`src/rtl/sine_pkg.sv`:
```
// Shared definitions for the sine requester and the engine control unit:
// FSM state encoding and default operand width / completion timeout.
package sine_pkg;

  localparam int DEFAULT_W       = 16;
  localparam int DEFAULT_TIMEOUT = 255;

  typedef enum logic [2:0] {
    IDLE,
    ISSUE,
    WAIT_BUSY,
    WAIT_DONE,
    HOLD
  } state_t;

endpackage

```
`src/rtl/sine_wdog.sv`:
```
// Watchdog counter: cleared on demand, counts while enabled and saturates
// at LIMIT, flagging expiry so the requester can abandon a hung engine.
module sine_wdog #(
  parameter int LIMIT = 255
) (
  input  logic clk,
  input  logic rst,
  input  logic i_clear,
  input  logic i_enable,
  output logic o_expired
);

  localparam int CW = (LIMIT > 1) ? $clog2(LIMIT + 1) : 1;

  logic [CW-1:0] r_count;

  assign o_expired = (r_count == CW'(LIMIT));

  always_ff @(posedge clk or negedge rst) begin
    if (!rst) begin
      r_count <= '0;
    end else if (i_clear) begin
      r_count <= '0;
    end else if (i_enable && !o_expired) begin
      r_count <= r_count + CW'(1);
    end
  end

endmodule

```
`src/rtl/sine_requester.sv`:
```
// Handshake front end for the sine engine: accepts one angle, starts the
// engine, waits for completion (or times out) and holds the result downstream.
module sine_requester
  import sine_pkg::*;
#(
  parameter int W       = DEFAULT_W,
  parameter int TIMEOUT = DEFAULT_TIMEOUT
) (
  input  logic         clk,
  input  logic         rst,
  input  logic         req_valid,
  output logic         req_ready,
  input  logic [W-1:0] req_x,
  output logic         res_valid,
  input  logic         res_ready,
  output logic [W-1:0] res_s,
  output logic         res_err,
  output logic         eng_start,
  output logic [W-1:0] eng_x,
  input  logic         eng_ready,
  input  logic [W-1:0] eng_s,
  output logic         busy,
  output logic [7:0]   done_cnt
);

  state_t       r_state;
  state_t       w_next;
  logic [W-1:0] r_xReg;
  logic [W-1:0] r_resS;
  logic         r_resErr;
  logic [7:0]   r_doneCnt;

  logic w_accept;
  logic w_complete;
  logic w_timeout;
  logic w_release;
  logic w_wdogClear;
  logic w_wdogEnable;
  logic w_expired;

  sine_wdog #(
    .LIMIT(TIMEOUT)
  ) u_wdog (
    .clk      (clk),
    .rst      (rst),
    .i_clear  (w_wdogClear),
    .i_enable (w_wdogEnable),
    .o_expired(w_expired)
  );

  always_ff @(posedge clk or negedge rst) begin
    if (!rst) begin
      r_state <= IDLE;
    end else begin
      r_state <= w_next;
    end
  end

  // In WAIT_BUSY a high eng_ready is the engine's leftover Idle level, not completion.
  always_comb begin
    w_next = r_state;
    case (r_state)
      IDLE:      if (req_valid && eng_ready) w_next = ISSUE;
      ISSUE:     w_next = WAIT_BUSY;
      WAIT_BUSY: begin
        if (w_expired)       w_next = HOLD;
        else if (!eng_ready) w_next = WAIT_DONE;
      end
      WAIT_DONE: if (eng_ready || w_expired) w_next = HOLD;
      HOLD:      if (res_ready) w_next = IDLE;
      default:   w_next = IDLE;
    endcase
  end

  always_comb begin
    req_ready    = (r_state == IDLE) && eng_ready;
    eng_start    = (r_state == ISSUE);
    res_valid    = (r_state == HOLD);
    busy         = (r_state != IDLE);
    w_wdogClear  = (r_state == ISSUE);
    w_wdogEnable = (r_state == WAIT_BUSY) || (r_state == WAIT_DONE);
    w_accept     = (r_state == IDLE) && req_valid && eng_ready;
    w_complete   = (r_state == WAIT_DONE) && eng_ready;
    w_timeout    = w_expired &&
                   ((r_state == WAIT_BUSY) || ((r_state == WAIT_DONE) && !eng_ready));
    w_release    = (r_state == HOLD) && res_ready;
  end

  always_ff @(posedge clk or negedge rst) begin
    if (!rst) begin
      r_xReg    <= '0;
      r_resS    <= '0;
      r_resErr  <= 1'b0;
      r_doneCnt <= 8'd0;
    end else begin
      if (w_accept) r_xReg <= req_x;
      if (w_complete) begin
        r_resS   <= eng_s;
        r_resErr <= 1'b0;
      end else if (w_timeout) begin
        r_resS   <= '0;
        r_resErr <= 1'b1;
      end
      if (w_release) r_doneCnt <= r_doneCnt + 8'd1;
    end
  end

  assign eng_x    = r_xReg;
  assign res_s    = r_resS;
  assign res_err  = r_resErr;
  assign done_cnt = r_doneCnt;

endmodule

```
`config.mk`:
```
export PLATFORM = sky130hd
export DESIGN_NAME = sine_requester
export DESIGN_NICKNAME = d
export VERILOG_FILES = /design/src/rtl/sine_pkg.sv /design/src/rtl/sine_wdog.sv /design/src/rtl/sine_requester.sv
export SDC_FILE = /design/constraint.sdc
export NUM_CORES = 1
export LEC_CHECK = 0
export ABC_AREA = 1
export ABC_CLOCK_PERIOD_IN_PS = 1430
export BUFFER_PORTS_ARGS = -buffer_cell sky130_fd_sc_hd__buf_2
export CAP_MARGIN = 20
export CORE_ASPECT_RATIO = 1.4
export CORE_UTILIZATION = 40
export DETAILED_ROUTE_END_ITERATION = 10
export PLACE_DENSITY = 0.68
export SETUP_SLACK_MARGIN = 0.1
export SYNTH_ARGS = -nofsm -noshare
export SYNTH_HDL_FRONTEND = slang
export SYNTH_SLANG_ARGS = --single-unit
```
`constraint.sdc`:
```
create_clock -name clk -period 1.43 [get_ports clk]
set_clock_uncertainty 0.15 [all_clocks]
set_input_delay 0.143 -clock clk [delete_from_list [all_inputs] [get_ports clk]]
set_output_delay 0.143 -clock clk [all_outputs]
set_load 0.02 [all_outputs]
```
Word level (Yosys, flattened, before mapping)

Cells that the tools add are included.

Register bits after elaboration: 52
Output and inout port bits: 45
Logic and storage cells: 48

Add/subtract/negate cells: 2
Eq/ne operators: 9
Mux-type cells: 12
Reductions and logical operators: 19

Operator list:

| operator              | count |
|---|---|
| $mux W16              | 2 |
| $add A8 B1 Y8 const B | 2 |
| $mux W8               | 2 |
| $mux W3               | 5 |
| $pmux W3 S5           | 1 |
| $logic_and A1 B1 Y1   | 9 |
| $eq A8 B8 Y1 const B  | 1 |
| $eq A3 B2 Y1 const B  | 2 |
| $ne A2 B2 Y1 const B  | 2 |
| $reduce_and A4 Y1     | 1 |
| $reduce_bool A2 Y1    | 2 |
| $eq A3 B1 Y1 const B  | 1 |
| $eq A3 B3 Y1 const B  | 1 |
| $logic_not A3 Y1      | 1 |
| $logic_or A1 B1 Y1    | 3 |
| $ne A3 B2 Y1 const B  | 1 |
| $reduce_bool A3 Y1    | 1 |
| $logic_not A1 Y1      | 2 |
| $mux W1               | 2 |
| $ne A2 B1 Y1 const B  | 1 |

Logic depth before layout (Yosys ltp)

Gate-level depths: netlist (run 1).

Depth after elaboration: 6
Depth in mapped cells: 9
Gate-level depth less buffers: 9

Cells and area by module

From an unflattened synthesis (run 1), not the netlist that was laid out.

Cells, all modules: 293
Area, all modules: 2453.6 µm²

Modules (own cells, without submodules):

| module         | instances | cells each | area an instance (µm²) | sequential area each (µm²) |
|---|---|---|---|---|
| sine_requester | 1         | 223        | 1945.6                 | 1101.1 |
| sine_wdog      | 1         | 70         | 508.0                  | 200.2 |

Least setup slack after synthesis (run 1)

No wires, ideal clock.

Path kind: register to register
Start point: register u_wdog.r_count[1]
End point: register r_resS[10] (netlist: res_s[10])
Setup time: 0.117 ns
Arrival time: 1.322 ns
Setup slack: -0.159 ns
Cell stages (with the launch flop): 10
Buffers on the path: 1
Period minus slack after synthesis: 1.589 ns
Cells stage by stage: dfrtp_1 -> ha_1 -> inv_1 -> nor2_2 -> nand2_2 -> nor2_2 -> nor2_4 -> buf_6 -> nand2_1 -> nand2_1

Cells in the longest elaborated chain, start to end: 3

RTL lines:

| element                      | line                 | RTL |
|---|---|---|
| from (decl)                  | sine_wdog.sv:15      | `logic [CW-1:0] r_count;` |
| from (signal assigned)       | sine_wdog.sv:25      | `r_count <= r_count + CW'(1);` |
| $eq A8 B8 Y1                 | sine_wdog.sv:17      | `assign o_expired = (r_count == CW'(LIMIT));` |
| $logic_and A1 B1 Y1          | sine_requester.sv:84 | `w_timeout = w_expired &&` |
| $reduce_bool A2 Y1 (no line) | -                    |  |
| to (signal assigned)         | sine_requester.sv:98 | `r_resS <= eng_s;` |
| to (decl)                    | sine_requester.sv:29 | `logic [W-1:0] r_resS;` |

Every way passes these cells.
A chain may end at the register's enable or synchronous reset.

Final worst setup path (run 1)

Start point: register r_state[1]
End point: output req_ready

Cells in the longest elaborated chain, start to end: 2

RTL lines:

| element                | line                 | RTL |
|---|---|---|
| from (decl)            | sine_requester.sv:26 | `state_t r_state;` |
| from (signal assigned) | sine_requester.sv:55 | `r_state <= w_next;` |
| $logic_not A3 Y1       | sine_requester.sv:76 | `req_ready = (r_state == IDLE) && eng_ready;` |
| $logic_and A1 B1 Y1    | sine_requester.sv:76 |  |
| to (decl)              | sine_requester.sv:12 | `output logic req_ready,` |

Every way passes these cells.

==> metrics.cfg, run 1 <==
[finish]
n_fill_cell=396
nets=493
multiInputGateArea_sq_um=1250
design_area_sq_um=4160
final-seq-area_sq_um=1300
insertedDiodeCount=0
syn2layout_area_growth_pct=72.4
instances_no_fill=525
drive_gt1_frac=0.466

[sta]
finalCritPeriodShare=1.13
tightest_slew_ps=313
fin_ws_ps=-182
rsz0062_at_grt=true
final-setup-viol-count=43
fin_crit_ps=1610
slew_violations=0
fin_tns_setup_ps=-4850
max_freq_mhz=620
max_slew_margin=0.790
finalHoldViolations=0

[grt]
groute.usage.overall=0.216
antenna_found_initial=0
globalRoute.totalOverflow=0
grt_pass1_vias=2420
grt_max_degree=53
grt_pass1_wl_mm=10.3

[detailed_routing]
wirelength_mm=7.24
drc_errors=0
drtPass1Iterations=4
routedWlPerCell_um=13.8
drt-initial-drc-count=105
vias=2504
avgViaCountPerCell=4.77
ant_nets=0

[worst_setup_path]
critPathMaxFanout=3
cp.depth=5
cp-end-kind=output port
critPathSlowestCell=dfrtp_1
critPathRequiredTime_ps=1140
critPathArrivalTime_ps=1320
cp_top_family=flip-flops
cp_slowest_stage_delay_ps=430
crit_type=reg2out
reg2regPathDepth=8
cp_num_buf_inv=2
crit_path_start_kind=register
path_cells=nor2_4 > nand2_4 > buf_6 > nor2_4 > buf_6

[synthesis]
ys_ff_latch=52
synth_area_sq_um=2410
ys_seq_area_frac=0.540
yosysTopAreaCell=dfrtp_1
yosysTopAreaCellShare=0.540
ys_types=22
synth_cells=295
syn_area_per_cell_sq_um=8.17
syn-num-nets=334
synthTopCellsByArea=dfrtp_1 54%, nand2_1 19%, inv_1 6.1%
yosys_warnings=0

[min_path]
whs_path_depth=5
hp-class=in2reg

[power_and_ir_drop]
ir_worst_vdd_uv=1220
p_seq_frac=0.325
clkPwrFrac=0.160
swShare=0.415
p_leak_uw=0.00226
switching_power_uw=3100
power_density_nw_per_um2=1800
intPower_uw=4370
p_comb_frac=0.515

[run_status]
violations=setup timing
status=finished with violations

[cts]
clk-insertion-delay-late_ps=310
cts_sinks=52
clk_pin_slew_ps=90
tritoncts=built
clock_path_buffers=2
htree_levels=2
root_buffer=clkbuf_8
cts_made_buffers=5

[place]
pre_cts_ws_ps=-61.0
io_buffers=81
place_congestion=0.814
dpl.hpwl_mm=3.81
place_area_sq_um=3130
dpl.cell_count=468

[floorplanning]
coreArea_sq_um=5820
die_area_sq_um=6340
fp-row-count=33
initial_utilization=0.414
io_pins=82
die_h_um=93.8
dieWidth_um=67.6

[job]
max_cap_violations=0

[per-stage QoR]
stage                     hold WS [ps]  power (uW)   util
after detailed placement          2.80        5160  0.538
after global placement            6.15        5100  0.538
after CTS                         93.2        6910  0.671
final                              122        7470  0.714
after floorplan                   -303        4020      -
after global routing               162        7940  0.714
[per-layer routing]
metal / routed length (um) / part of all wire / vias to the layer above / global-route usage
li1: - / - / 1227 / -
met1: 2570 / 0.35 / 1191 / 0.218
met2: 4270 / 0.59 / 72 / 0.421
met3: 269 / 0.037 / 14 / 0.0376
met4: 135 / 0.019 / 0 / 0.0727
met5: 0 / 0 / - / 0
[synth_stat cells, drive strengths merged]
| library cell | n |
|---|---|
| a21oi | 3 |
| buf | 5 |
| dfrtp | 52 |
| ha | 2 |
| inv | 40 |
| nand2 | 123 |
| nand3 | 15 |
| nand4 | 4 |
| nor2 | 19 |
| nor3 | 3 |
| nor3b | 1 |
| o21ai | 20 |
| o21ba | 1 |
| xnor2 | 2 |
| xor2 | 5 |
[sequential cells by signal (all words and copies together), names as in the netlist]
signal / flops
res_s: 16
done_cnt: 8
r_state: 3
u_wdog.r_count: 8
eng_x: 16
res_err: 1
[worst reg2reg max path: cells and delay by family (launching register included)]
kind | cells | cell delay, ps
buffers and inverters | 3 | 380
and+or+nand+nor | 4 | 550
DFF | 1 | 430
AOI/OAI and AO/OA | 1 | 50
[cells in the final DEF, fill, tap and decap left out, drive strengths merged]
cell / instances
dfrtp: 52
clkbuf: 6
ha: 2
inv: 41
nor3b: 1
o21ai: 20
bufinv: 2
nand4: 4
xnor2: 2
o21ba: 1
nor3: 3
nand2: 123
nand3: 15
a21oi: 3
xor2: 5
buf: 121
dlygate4sd3: 35
nor2: 19
[cell families after synthesis]
group | after synthesis | share of synthesized area
buf+inv | 45 | 0.0784
fa+ha+maj | 2 | 0.0104
compound gates | 24 | 0.0519
flops | 52 | 0.540
xor+xnor | 7 | 0.0254
simple gates | 165 | 0.294
[layout make-up]
type,count,area share
clock inverter,3,0.0166
timing repair buffer,157,0.295
clock buffer,5,0.0166
tap,70,0.0211
multi-input combinational,198,0.301
sequential,52,0.313
inverter,40,0.0373
[worst paths after layout]
check,from,endpoint,slack [ps]
setup / recovery,r_state[1],req_ready,-180
hold / removal,req_valid,r_state[1],120
setup reg to reg,r_state[1],eng_x[14],-170
hold reg to reg,res_s[15],res_s[15],350
max in group asynchronous,rst,res_s[13],700
min in group asynchronous,rst,done_cnt[5],190
[power by group through the flow]
| stage | logic [uW] | clock network (uW) | registers (uW) |
|---|---|---|---|
| 2_1_floorplan | 1060 | 0 | 2960 |
| 3_3_place_gp | 2760 | 0 | 2340 |
| 3_5_place_dp | 2810 | 0 | 2350 |
| 4_1_cts | 3360 | 1230 | 2320 |
| 5_1_grt | 4160 | 1290 | 2490 |
| 6_report | 3840 | 1200 | 2420 |
[timing repair]
item / 4_1_cts / 5_1_grt
buffers inserted: 9 / 3
gates cloned: 3 / 2
endpoints found under the hold margin: 86 / 0
hold buffers: 35 / 0
endpoints found under the setup margin: 53 / 56
gates resized for setup: 52 / 75
pin swaps: 10 / 13
(Power assumes the default switching activity.)
==> inputs of run 2 (changes only) <==
Settings changed: ABC_AREA 1 to unset, ABC_CLOCK_PERIOD_IN_PS 1430 to 1400, BUFFER_PORTS_ARGS -buffer_cell sky130_fd_sc_hd__buf_2 to unset, DONT_BUFFER_PORTS set to 1, PLACE_DENSITY 0.68 to unset.
Clock period 1.43 ns to 1.4 ns, I/O delays scaled along.
==> run 2 against run 1 <==
Against the previous run: the flow finishes with violations (hold timing, setup timing); global-route usage fell by 1.8 points; die area is 6.7% lower; wire length down 19%; sequential power rose by 26%; count of clock-buffer cells in the layout up 1; critical path type is now reg2reg; largest cell class unchanged.
==> metrics.cfg, run 2 <==
[job]
max_cap_violations=0  ; unchanged

[sta]
finalCritPeriodShare=1.25
max_freq_mhz=571
final-setup-viol-count=56  ; +30%
fin_ws_ps=-352  ; -170 ps
rsz0062_at_grt=true
fin_tns_setup_ps=-10970  ; -6130 ps
max_slew_margin=0.719  ; -0.0705
tightest_slew_ps=418  ; +105 ps
timing.hold.ws_ps=-633  ; -755 ps
fin_crit_ps=1750
finalHoldViolations=52  ; +52
slew_violations=0  ; unchanged

[finish]
syn2layout_area_growth_pct=53.3
final_cell_mix=49 x dfrtp_1, 35 x dlygate4sd3_1, 32 x buf_4
final_common_cell=dfrtp_1
nets=287  ; -42%
n_fill_cell=401  ; +1.3%
insertedDiodeCount=0  ; unchanged
final-seq-area_sq_um=1310  ; +0.29%
multiInputGateArea_sq_um=1100  ; -12%
drive_gt1_frac=0.462  ; -0.00409

[synthesis]
synth_top_family_by_area=compound AO/OA/AOI/OAI gates
yosysTopAreaCellShare=0.580  ; +0.0401
synth_compound_area_frac=0.112  ; +0.0602
ys_seq_area_frac=0.580  ; +0.0401
ys_ff_latch=52  ; unchanged
yosysMostFrequentCell=dfrtp_1
synth-simple-area-share=0.109  ; -0.185
synth_cells=164  ; -44%
ys_types=39  ; +77%
synth_area_sq_um=2240  ; -6.9%
synth_edf_count=0  ; unchanged
ys_async_sr_fraction=1.00  ; unchanged
synthTopCellsByArea=dfrtp_1 58%, a22o_1 6.2%, mux2_4 6.0%
syn-num-nets=203  ; -39%
syn_area_per_cell_sq_um=13.7  ; +67%
yosys_warnings=0  ; unchanged
ys_top_cells_by_count=52 x dfrtp_1, 16 x a22o_1, 11 x nor2_1
yosysTopAreaCell=dfrtp_1
synth_fa_ha_area_frac=0.0112  ; +0.000770
synth-main-ff-cell=dfrtp_1
synthMuxAreaShare=0.110  ; +0.110
synthXorXnorAreaFrac=0.0468  ; +0.0214

[cts]
clk_pin_slew_ps=100  ; about the same
clock_path_buffers=2  ; unchanged
htree_levels=2  ; unchanged
tritoncts=built
hold_buffers=35  ; unchanged
cts_made_buffers=5  ; unchanged
root_buffer=clkbuf_8
clk-insertion-delay-late_ps=300  ; about the same
cts_sinks=52  ; unchanged

[floorplanning]
fp-row-count=31  ; -6.1%
initial_utilization=0.425  ; +0.0114
die_h_um=90.6  ; -3.4%
die_area_sq_um=5920  ; -6.7%
coreArea_sq_um=5280  ; -9.4%
io_pins=82  ; unchanged
dieWidth_um=65.3  ; -3.4%

[detailed_routing]
drt-initial-drc-count=77  ; -27%
drc_errors=0  ; unchanged
routedWlPerCell_um=18.6  ; +35%
avgViaCountPerCell=5.30  ; +11%
wirelength_mm=5.86  ; -19%
ant_nets=0  ; unchanged
drtPass1Iterations=4  ; unchanged
vias=1671  ; -33%

[grt]
grt_max_degree=53  ; unchanged
globalRoute.totalOverflow=0  ; unchanged
grt_pass1_vias=1849  ; -24%
antenna_found_initial=0  ; unchanged
grt_pass1_wl_mm=8.89  ; -13%
groute.usage.overall=0.198  ; -0.0177

[place]
place_congestion=0.757  ; -7.0%
dpl.hpwl_mm=3.35  ; -12%
io_buffers=0  ; -100%

[run_status]
violations=hold timing, setup timing
status=finished with violations

[power_and_ir_drop]
p_leak_uw=0.00163  ; -28%
ir_worst_vdd_uv=661  ; -46%
power_density_nw_per_um2=1700  ; -5.3%
total_power_uw=5850  ; -22%

[worst_setup_path]
critPathSlowestCell=dfrtp_2
critPathArrivalTime_ps=1770  ; +450 ps
critPathRequiredTime_ps=1420  ; +280 ps
crit_path_start_kind=register
path_cells=buf_12 > nor2b_4 > o21ai_4 > buf_6 > o31ai_1 > a21oi_2
critPathMaxFanout=4  ; +1
cp_top_family=compound AO/OA/AOI/OAI gates
cp_num_buf_inv=2  ; unchanged
cp-end-kind=register
crit_type=reg2reg
cp_slowest_stage_delay_ps=440  ; about the same

[min_path]
hp-class=in2async

-- run 2: cell types whose count changed in the layout (fill, tap and decap cells not counted), sizes merged, moves of 4 or more --
cell,before,now
mux2,0,18
nand2,123,8
nand3,15,3
nor2,19,11
inv,41,2
and3,0,4
o21ai,20,4
a22o,0,16
buf,121,48
-- run 2: worst paths after layout --
kind / slack, ps / cells after the start / startpoint / to
min in group clk: 30 / 3 / res_ready / r_state[1]
max in group asynchronous: 1630 / 0 / rst / u_wdog.r_count[4]
hold / removal: -630 / 0 / rst / eng_x[14]
setup reg to reg: -350 / 6 / r_state[2] / u_wdog.r_count[6]
setup / recovery: -350 / 6 / r_state[2] / u_wdog.r_count[6]
hold reg to reg: 460 / 1 / done_cnt[7] / done_cnt[7]
-- run 2: final cells by class --
| cell class | instances | share of cell area |
|---|---|---|
| Clock inverter | 2 | 0.00437 |
| Multi-Input combinational cell | 102 | 0.320 |
| Timing Repair Buffer | 85 | 0.246 |
| Sequential cell | 52 | 0.379 |
| Inverter | 2 | 0.00218 |
| Clock buffer | 6 | 0.0240 |
| Tap cell | 66 | 0.0240 |
-- run 2: per-stage QoR --
stage	std cells	instance area (sq um)	utilization	worst slack, ps
CTS	310	3300	0.626	-286
global placement	253	2590	0.491	-268
global route	315	3440	0.652	-402
detailed placement	253	2590	0.491	-279
finish	315	3440	0.652	-352
floorplan	164	2340	-	-441
-- run 2: routing by layer --
layer,routed length (um),global-route usage
met3,403,0.0619
met5,0,0
met4,184,0.0779
met1,2230,0.215
met2,3040,0.349
-- run 2: cell families (layout without fill, tap and decap cells) --
family | Yosys count | in the layout
AOI/OAI and AO/OA | 31 | 31
xor gates and xnor gates | 12 | 12
adders and majority gates | 2 | 2
buffers and inverters | 11 | 95
DFF | 52 | 52
muxes | 19 | 19
and+or+nand+nor | 37 | 38
-- run 2: timing repair --
action                                  in CTS  in global routing
hold endpoints to repair                    86                 52
pin swaps                                   22                 11
gates cloned                                 2                  1
setup buffers                               12                  4
endpoints found under the setup margin      56                 56
gates resized for setup                     31                 18
-- run 2: worst register-to-register path: stages (launching register included) --
cell and delay (ps):
dfrtp_2 440, buf_12 140, nor2b_4 170, o21ai_4 90, buf_6 140, o31ai_1 360, a21oi_2 130
-- run 2: power by group --
part	switching (uW)	leakage (uW)	internal [uW]
sequential	1010	0.000662	2040
clock	494	0.0000434	401
combinational	730	0.000923	1180
==> inputs of run 3 (changes only) <==
Settings changed: CORE_UTILIZATION 40 to 56, PLACE_DENSITY set to 0.74.
==> run 3 against run 2 <==
Against the previous run: the run still ends with hold timing, setup timing left; highest routed layer unchanged; register-to-register slack got worse by 70 ps; count of clock-buffer cells in the layout rose by 1; sequential share of layout area grew 0.67 points; largest power group unchanged; design area down 1.7%; utilization rose by 25 points; global-route usage is 14 points higher; largest cell class unchanged; critical path depth down 1; first-iteration DRC count grew 44%; sequential power increased by 3%; non-clock buffer count up 3; die area down 28%; critical endpoint is now eng_x[0]; final cell count decreased by 6.7%.
==> metrics.cfg, run 3 (synthesis gave the netlist of run 2 again) <==
[finish]
insertedDiodeCount=0  ; unchanged
final_cell_mix=49 x dfrtp_1, 35 x dlygate4sd3_1, 30 x buf_4
drive_gt1_frac=0.448  ; -0.0134
nets=290  ; +1.0%
syn2layout_area_growth_pct=50.6
final_common_cell=dfrtp_1
instances_no_fill=294  ; -6.7%

[detailed_routing]
vias=1912  ; +14%
drt-initial-drc-count=111  ; +44%
ant_nets=0  ; unchanged
drtPass1Iterations=4  ; unchanged
routedWlPerCell_um=28.2  ; +51%
drc_errors=0  ; unchanged
avgViaCountPerCell=6.50  ; +23%
wirelength_mm=8.28  ; +41%

[min_path]
hp-class=in2async

[worst_setup_path]
reg2reg_from=r_state[0]
critPathArrivalTime_ps=1880  ; +110 ps
r2r_setup_slack_ps=-420  ; -70 ps
critPathMaxFanout=8  ; +4
reg2regPathDepth=5  ; -1
crit_type=reg2reg
crit_path_start_kind=register
cp-end-kind=register
critPathRequiredTime_ps=1460  ; +40 ps
regToRegEndpoint=eng_x[0]

[power_and_ir_drop]
ir_worst_vdd_uv=1680  ; +150%
total_power_uw=6160  ; +5.2%
p_leak_uw=0.00160  ; -1.9%
power_density_nw_per_um2=1820  ; +7.0%

[cts]
cts_made_buffers=5  ; unchanged
tritoncts=built
htree_levels=2  ; unchanged
clock_path_buffers=2  ; unchanged
clk-insertion-delay-late_ps=320  ; +20 ps
clk_pin_slew_ps=100  ; about the same
hold_buffers=35  ; unchanged
cts_sinks=52  ; unchanged
root_buffer=clkbuf_8

[grt]
grt_pass1_vias=1964  ; +6.2%
grt_pass1_wl_mm=10.7  ; +20%
globalRoute.totalOverflow=0  ; unchanged
groute.usage.overall=0.342  ; +0.143
grt_max_degree=53  ; unchanged
antenna_found_initial=0  ; unchanged

[sta]
max_freq_mhz=549  ; -3.7%
fin_crit_ps=1820  ; +68.0 ps
finalHoldViolations=52  ; unchanged
max_slew_margin=0.708  ; -0.0115
slew_violations=0  ; unchanged
tightest_slew_ps=437  ; +19.4 ps
finalCritPeriodShare=1.30  ; +0.0486
rsz0062_at_grt=true
fin_tns_setup_ps=-18260  ; -7290 ps
final-setup-viol-count=56  ; unchanged
timing.hold.ws_ps=-658  ; -25.0 ps
fin_ws_ps=-421  ; -68.0 ps

[place]
dpl.cell_count=229  ; -9.5%
dpl.hpwl_mm=3.21  ; -4.2%
place_congestion=0.892  ; +18%
pre_cts_ws_ps=-259  ; +19.9 ps
io_buffers=0  ; unchanged

[floorplanning]
io_pins=82  ; unchanged
dieWidth_um=55.5  ; -15%
coreArea_sq_um=3740  ; -29%
fp-row-count=26  ; -16%
die_area_sq_um=4270  ; -28%
initial_utilization=0.600  ; +0.174
die_h_um=76.9  ; -15%

[job]
max_cap_violations=0  ; unchanged

[run_status]
status=finished with violations
violations=hold timing, setup timing

[run 3: how the worst max path moves through the flow]
| stage | from | endpoint | cells after the start |
|---|---|---|---|
| CTS | r_state[2] | busy | 2 |
| global route | r_state[2] | u_wdog.r_count[7] | 5 |
| detailed placement | r_state[0] | eng_x[12] | 3 |
| floorplan | r_state[1] | eng_x[10] | 5 |
| finish | r_state[0] | eng_x[0] | 5 |
| global placement | r_state[0] | eng_x[14] | 3 |
[run 3: critical path, stage by stage, from the launching register on]
cell,delay (ps)
dfrtp_2,470
nor4b_4,400
buf_6,200
buf_12,110
nand2_8,60
mux2_4,310
[run 3: routing by layer]
layer / part of all wire / global-route usage / wire [um]
met2: 0.52 / 0.610 / 4300
met5: 0 / 0 / 0
met3: 0.078 / 0.0944 / 645
met4: 0.057 / 0.173 / 476
met1: 0.34 / 0.363 / 2850
[run 3: repair_timing]
| item | CTS | global route |
|---|---|---|
| pin swaps | 15 | 12 |
| setup buffers | 9 | 12 |
| resized for setup | 31 | 17 |
| endpoints found under the hold margin | 86 | 52 |
| endpoints found under the setup margin | 56 | 56 |
| cloned | 1 | 1 |
[run 3: cell type report]
class,count,area [sq um]
flip-flops and latches,52,1310
repair buffers,88,875
multi-input cells,102,1040
clock buffers,7,86.3
clock inverters,1,7.51
inverters,2,10.0
fillers,119,362
well taps,42,52.6
[run 3: through the flow]
stage	utilization	instance area [sq um]
after floorplan	-	2340
after global placement	0.682	2550
after detailed placement	0.682	2550
after CTS	0.855	3200
after global routing	0.903	3380
final	0.903	3380
[run 3: where the power goes]
part / switching [uW] / internal [uW] / total, uW
Clock: 529 / 403 / 932
Combinational: 904 / 1190 / 2090
Sequential: 1100 / 2030 / 3130
